[config.mk]
export PLATFORM = sky130hd
export DESIGN_NAME = modulus_n_down_counter_flat
export DESIGN_NICKNAME = d
export VERILOG_FILES = /design/src/rtl/modulus_n_down_counter_if.sv /design/src/rtl/modulus_n_down_counter.sv /design/src/flat_wrapper.sv
export SDC_FILE = /design/constraint.sdc
export NUM_CORES = 1
export LEC_CHECK = 0
export BUFFER_PORTS_ARGS = -buffer_cell sky130_fd_sc_hd__buf_2
export CAP_MARGIN = 20
export CORE_AREA = 5 5 42 44
export DETAILED_ROUTE_END_ITERATION = 10
export DIE_AREA = 0 0 47 49
export PLACE_DENSITY = 0.44
export SKIP_CTS_REPAIR_TIMING = 1
export SYNTH_ARGS = -nofsm -noshare
export SYNTH_HDL_FRONTEND = slang
export SYNTH_SLANG_ARGS = --single-unit
[constraint.sdc]
create_clock -name clk -period 1.3 [get_ports clk]
set_clock_uncertainty 0.05 [all_clocks]
set_input_delay 0.26 -clock clk [delete_from_list [all_inputs] [get_ports clk]]
set_output_delay 0.26 -clock clk [all_outputs]
set_load 0.005 [all_outputs]
[src/rtl/modulus_n_down_counter_if.sv]
// ---------------------------------------------------------------------------
// modulus_n_down_counter_if
//   Control/status bundle for the modulus-N down counter.
//   master : the block that drives enable/load and observes the count.
//   slave  : the counter itself.
//   Optional macro MODN_DOWN_WRAP_CNT_EN adds the 8-bit wrap_cnt status field.
// ---------------------------------------------------------------------------
interface modulus_n_down_counter_if #(
  parameter int WIDTH = 3
);

  logic             en;        // count enable
  logic             load;      // synchronous parallel load strobe
  logic [WIDTH-1:0] load_val;  // value to load (clamped by the counter)
  logic [WIDTH-1:0] q;         // registered count
  logic             zero;      // q == 0
  logic             borrow;    // one-cycle pulse after a 0 -> MODULUS-1 wrap
`ifdef MODN_DOWN_WRAP_CNT_EN
  logic [7:0]       wrap_cnt;  // saturating borrow-event count
`endif

`ifdef MODN_DOWN_WRAP_CNT_EN
  modport master (
    output en, load, load_val,
    input  q, zero, borrow, wrap_cnt
  );

  modport slave (
    input  en, load, load_val,
    output q, zero, borrow, wrap_cnt
  );
`else
  modport master (
    output en, load, load_val,
    input  q, zero, borrow
  );

  modport slave (
    input  en, load, load_val,
    output q, zero, borrow
  );
`endif

endinterface : modulus_n_down_counter_if

[src/rtl/modulus_n_down_counter.sv]
// ---------------------------------------------------------------------------
// modulus_n_down_counter
//   Programmable modulus-N down counter: MODULUS-1 .. 0, then wraps back to
//   MODULUS-1. Per edge the priority is load > en > hold. A load clamps
//   out-of-range values to MODULUS-1, so the count can never leave
//   0 .. MODULUS-1. The borrow pulse is registered and is high for exactly
//   the cycle following a wrap edge, i.e. together with q == MODULUS-1;
//   it is used to cascade digits or as a periodic tick.
//
//   Optional macro MODN_DOWN_WRAP_CNT_EN adds wrap_cnt: a saturating count of
//   borrow events since reset or the last load.
// ---------------------------------------------------------------------------
module modulus_n_down_counter #(
  parameter int WIDTH   = 3,
  parameter int MODULUS = 6
) (
  input  logic                     clk,
  input  logic                     rst_n,
  modulus_n_down_counter_if.slave  bus
);

  // -------------------------------------------------------------------------
  // Configuration check: an illegal modulus cannot be represented or would
  // make the wrap value meaningless, so refuse to elaborate.
  // -------------------------------------------------------------------------
  if ((MODULUS < 2) || (MODULUS > (2 ** WIDTH))) begin : g_cfg_error
    $fatal(1, "modulus_n_down_counter: MODULUS must be in 2 .. 2**WIDTH");
  end

  // Terminal (wrap-to) value of the count.
  localparam logic [WIDTH-1:0] MAX_VAL = WIDTH'(MODULUS - 1);

  // -------------------------------------------------------------------------
  // State and next-state signals
  // -------------------------------------------------------------------------
  logic [WIDTH-1:0] r_q;
  logic             r_borrow;
  logic [WIDTH-1:0] w_q_next;
  logic             w_borrow_next;
  logic [WIDTH-1:0] w_load_val_clamped;
  logic             w_at_zero;

  // Clamp the load value into the legal range so a load cannot create an
  // unreachable state.
  assign w_load_val_clamped = (bus.load_val > MAX_VAL) ? MAX_VAL : bus.load_val;

  // The wrap decision is taken on the current count.
  assign w_at_zero = (r_q == '0);

  // Next-state selection: load beats en, en beats hold; borrow only on a wrap.
  always_comb begin
    // NOTE: every output of a combinational block gets a default first, so no
    // path can leave it unassigned and infer a latch.
    w_q_next      = r_q;
    w_borrow_next = 1'b0;
    if (bus.load) begin
      w_q_next      = w_load_val_clamped;
      w_borrow_next = 1'b0;
    end else if (bus.en) begin
      if (w_at_zero) begin
        w_q_next      = MAX_VAL;
        w_borrow_next = 1'b1;
      end else begin
        w_q_next      = r_q - WIDTH'(1);
        w_borrow_next = 1'b0;
      end
    end
  end

  // Count and borrow registers; reset clears both without needing a clock.
  always_ff @(posedge clk or negedge rst_n) begin
    if (!rst_n) begin
      r_q      <= '0;
      r_borrow <= 1'b0;
    end else begin
      // NOTE: sequential state uses non-blocking assignments so every
      // register samples the pre-edge values, independent of statement order.
      r_q      <= w_q_next;
      r_borrow <= w_borrow_next;
    end
  end

  // -------------------------------------------------------------------------
  // Optional wrap-event counter
  // -------------------------------------------------------------------------
`ifdef MODN_DOWN_WRAP_CNT_EN
  logic [7:0] r_wrap_cnt;
  logic [7:0] w_wrap_cnt_next;

  // Clear on load, bump on the same edge that raises borrow, stop at 255.
  always_comb begin
    w_wrap_cnt_next = r_wrap_cnt;
    if (bus.load) begin
      w_wrap_cnt_next = 8'd0;
    end else if (w_borrow_next && (r_wrap_cnt != 8'hFF)) begin
      w_wrap_cnt_next = r_wrap_cnt + 8'd1;
    end
  end

  // Wrap counter register, cleared asynchronously with the count.
  always_ff @(posedge clk or negedge rst_n) begin
    if (!rst_n) begin
      r_wrap_cnt <= 8'd0;
    end else begin
      r_wrap_cnt <= w_wrap_cnt_next;
    end
  end

  assign bus.wrap_cnt = r_wrap_cnt;
`endif

  // -------------------------------------------------------------------------
  // Outputs
  // -------------------------------------------------------------------------
  assign bus.q      = r_q;
  assign bus.zero   = w_at_zero;
  assign bus.borrow = r_borrow;

endmodule : modulus_n_down_counter
[src/flat_wrapper.sv]
// flat-port wrapper written by rule: the top's interface ports become plain ports
module modulus_n_down_counter_flat 
#(
  parameter int WIDTH   = 3,
  parameter int MODULUS = 6
)
  (clk, rst_n, bus_en, bus_load, bus_load_val, bus_q, bus_zero, bus_borrow);
  modulus_n_down_counter_if #(.WIDTH(WIDTH)) bus_i ();
  input  logic clk;
  input  logic rst_n;
  input wire logic [$bits(bus_i.en)-1:0] bus_en;
  input wire logic [$bits(bus_i.load)-1:0] bus_load;
  input wire logic [$bits(bus_i.load_val)-1:0] bus_load_val;
  output wire logic [$bits(bus_i.q)-1:0] bus_q;
  output wire logic [$bits(bus_i.zero)-1:0] bus_zero;
  output wire logic [$bits(bus_i.borrow)-1:0] bus_borrow;
  assign bus_i.en = bus_en;
  assign bus_i.load = bus_load;
  assign bus_i.load_val = bus_load_val;
  assign bus_q = bus_i.q;
  assign bus_zero = bus_i.zero;
  assign bus_borrow = bus_i.borrow;
  modulus_n_down_counter #(.WIDTH(WIDTH), .MODULUS(MODULUS)) u_core (.clk(clk), .rst_n(rst_n), .bus(bus_i));
endmodule
==> impl_results.rst <==
.. list-table::
   :header-rows: 1

   * - Metric
     - Value
   * - Status
     - finished, violations left
   * - Violated checks
     - negative setup slack
   * - Initial antenna violation count
     - 0
   * - Clock-pin slew on the worst setup and hold paths
     - 0.04 ns
   * - Maximum ir drop on the vdd rail
     - 0.000433 V
   * - Count of clock tree sinks
     - 4
   * - Headroom to the max-slew limit
     - 0.857
   * - Sum of net half-perimeters after detailed placement
     - 425 um
   * - Iteration count of the initial detailed-routing pass
     - 2
   * - Syn Area/Cell
     - 9.61 sq um
   * - Arrival time at the worst endpoint
     - 1.07 ns
   * - Overall global routing resource usage
     - 0.0551
   * - PD cells
     - 1140 mW/mm^2
   * - Class of the tightest hold or removal check
     - input pin to flip-flop
   * - CTS tree
     - yes
   * - GP Congestion
     - 0.671
   * - Seq pwr share
     - 0.372
   * - Cell area after synthesis
     - 211 sq um
   * - Switching share of total power
     - 0.255
   * - Final Power
     - 396 uW
   * - Root cell of the clock tree
     - clkbuf_4
   * - Internal power consumption
     - 295 uW
   * - Total congestion overflow after global routing
     - 0
   * - Number of global-route vias before repair
     - 192
   * - Maximum fanout count along the critical path
     - 3
   * - Combined flip-flop and latch cell area
     - 100 sq um
   * - Final core area utilization
     - 0.247
   * - Worst Hold Launch
     - bus_load_val[2]
   * - Die Y-Extent
     - 49 um
   * - Nature of the critical path endpoint
     - output pin
   * - Initial drt markers
     - 4
   * - Type of element launching the critical path
     - flip-flop
   * - Setup repair after global routing missed its margin
     - yes
   * - Number of buffers created by CTS
     - 3
   * - Period Utilization, post-route
     - 1.07
   * - Worst setup path start
     - u_core.bus.q[1]
   * - Via count
     - 211
   * - Layout area overhead
     - 63.9%
   * - Via density per instance
     - 3.77
   * - Post-detailed-route count of antenna-violating nets
     - 0
   * - Share of synthesized area occupied by flip-flops and latches
     - 0.473
   * - Power share of the clock group
     - 0.378
   * - Post-layout min period
     - 1.38 ns
   * - Maximum number of pins on one net before global-route repair
     - 8
   * - Gate power share
     - 0.250
   * - Number of different library cells in the post-synthesis netlist
     - 13
   * - Max cap viols
     - 0
   * - Critical path data required time
     - 0.99 ns
   * - Count of pins over their slew limit
     - 0
   * - I/O pin total
     - 12
   * - Routed wire length
     - 517 um
   * - Cells after Synth
     - 22
   * - Hold violation count in the final report
     - 0
   * - Area enclosed by the die boundary
     - 0.00230 sq mm
   * - Final hold slack
     - 0.219 ns
   * - Number of antenna diodes
     - 0
   * - Switching component of the power
     - 101 uW
   * - Setup violators final
     - 1
   * - Remaining DRCs
     - 0
   * - Area of the multi-input gates
     - 113 sq um
   * - Ys Warns
     - 0
   * - Flip-flop and latch count after synthesis
     - 4
   * - RR Startpoint
     - u_core.bus.q[1]
   * - Share of cells above drive strength 1
     - 0.500
   * - WL/cell
     - 9.23 um
   * - Number of buffers on the longest clock path
     - 2
   * - Syn_nets
     - 30
   * - Critical path class
     - flip-flop to output pin
   * - Clock latency reported for the late side of the worst-skew pair
     - 0.23 ns
   * - Core ar.
     - 0.00140 sq mm
   * - Wire length of the first global-routing pass
     - 848 um
   * - Horizontal die dimension
     - 47 um
   * - Port-buffer cells
     - 11
   * - Count of fill cells added during filler insertion
     - 178
   * - Num rows
     - 14
   * - Worst-Margin Slew
     - 0.212 ns
   * - Pre-CTS worst setup slack
     - 0.0654 ns
   * - Maximum clock rate
     - 0.722 GHz
   * - Count of nets after finishing
     - 50
   * - P_leak
     - 0.175 nW
   * - Effective utilization at floorplan
     - 0.151
   * - Worst path setup slack after routing
     - -0.0847 ns
   * - Depth of the CTS H-tree
     - 1
-- layout make-up --
cell class	instances	share of cell area
clock buffer	3	0.0650
multi-input combinational	17	0.325
tap	16	0.0578
timing repair buffer	15	0.253
sequential	4	0.289
inverter	1	0.0108
-- power groups by stage --
stage | Combinational, mW | Clock, mW | Sequential (mW)
after floorplan | 0.0374 | 0 | 0.150
after global placement | 0.0857 | 0 | 0.148
after detailed placement | 0.0855 | 0 | 0.148
after CTS | 0.0862 | 0.161 | 0.146
after global routing | 0.115 | 0.172 | 0.149
final | 0.0990 | 0.150 | 0.147
-- flip-flops by register name, indices dropped and copies added (netlist names) --
register           flops
u_core.bus.borrow      1
u_core.bus.q           3
-- cell usage after synthesis --
cell type	number	area, sq um
a21oi_1	2	10.0
a221oi_2	1	15.0
and2_1	1	6.26
dfrtp_1	4	100
ha_1	1	12.5
inv_1	1	3.75
mux2i_1	1	10.0
nand2_1	3	11.3
nand2b_1	2	12.5
nand3b_1	1	7.51
nor2_1	2	7.51
o21ai_0	2	10.0
o21ai_1	1	5.00
-- path summary, 6_finish.rpt --
path                                        end  slack (ns)  cells after the start
worst max-delay path                   bus_zero       -0.08                      3
worst min-delay path            u_core.bus.q[2]        0.22                      3
worst max register to register  u_core.bus.q[2]        0.08                      5
worst min register to register  u_core.bus.q[1]        0.55                      2
max in group asynchronous       u_core.bus.q[1]        0.77                      2
min in group asynchronous       u_core.bus.q[2]        0.31                      2
-- critical path, stage by stage, from the launching register on --
cell	delay, ns
dfrtp_1	0.40
nor2_2	0.15
ha_2	0.19
buf_2	0.11
-- cell families (layout without fill, tap and decap cells) --
family | count (synthesis) | after routing | synth area share
mux | 1 | 1 | 0.0473
flops | 4 | 4 | 0.473
simple gates | 9 | 9 | 0.213
compound gates | 6 | 6 | 0.189
fa+ha+maj | 1 | 1 | 0.0592
buf+inv | 1 | 19 | 0.0177
-- per-stage QoR --
| stage | TNS, ns | cells | cell area, sq um |
|---|---|---|---|
| finish | -0.0847 | 56 | 347 |
| global route | -0.160 | 56 | 347 |
| CTS | -0.146 | 53 | 317 |
| detailed placement | 0 | 50 | 294 |
| global placement | 0 | 50 | 294 |
| floorplan | 0 | 22 | 211 |
-- layout by cell type (no fill, tap or decap), drive strengths merged --
master	synthesis	routed
o21ai	3	3
nor2	2	2
clkbuf	0	3
buf	0	14
nand2b	2	2
a221oi	1	1
nand2	3	3
dlygate4sd3	0	1
ha	1	1
nand3b	1	1
a21oi	2	2
and2	1	1
dfrtp	4	4
mux2i	1	1
inv	1	1
-- metal layers --
layer	up-vias	part of all wire	global-route usage
met5	-	0	0
met4	0	0	0.0553
met3	0	0.15	0.0221
met2	11	0.35	0.0588
met1	87	0.50	0.0754
li1	113	-	-
No activity file was read; power rests on OpenSTA's default activity.
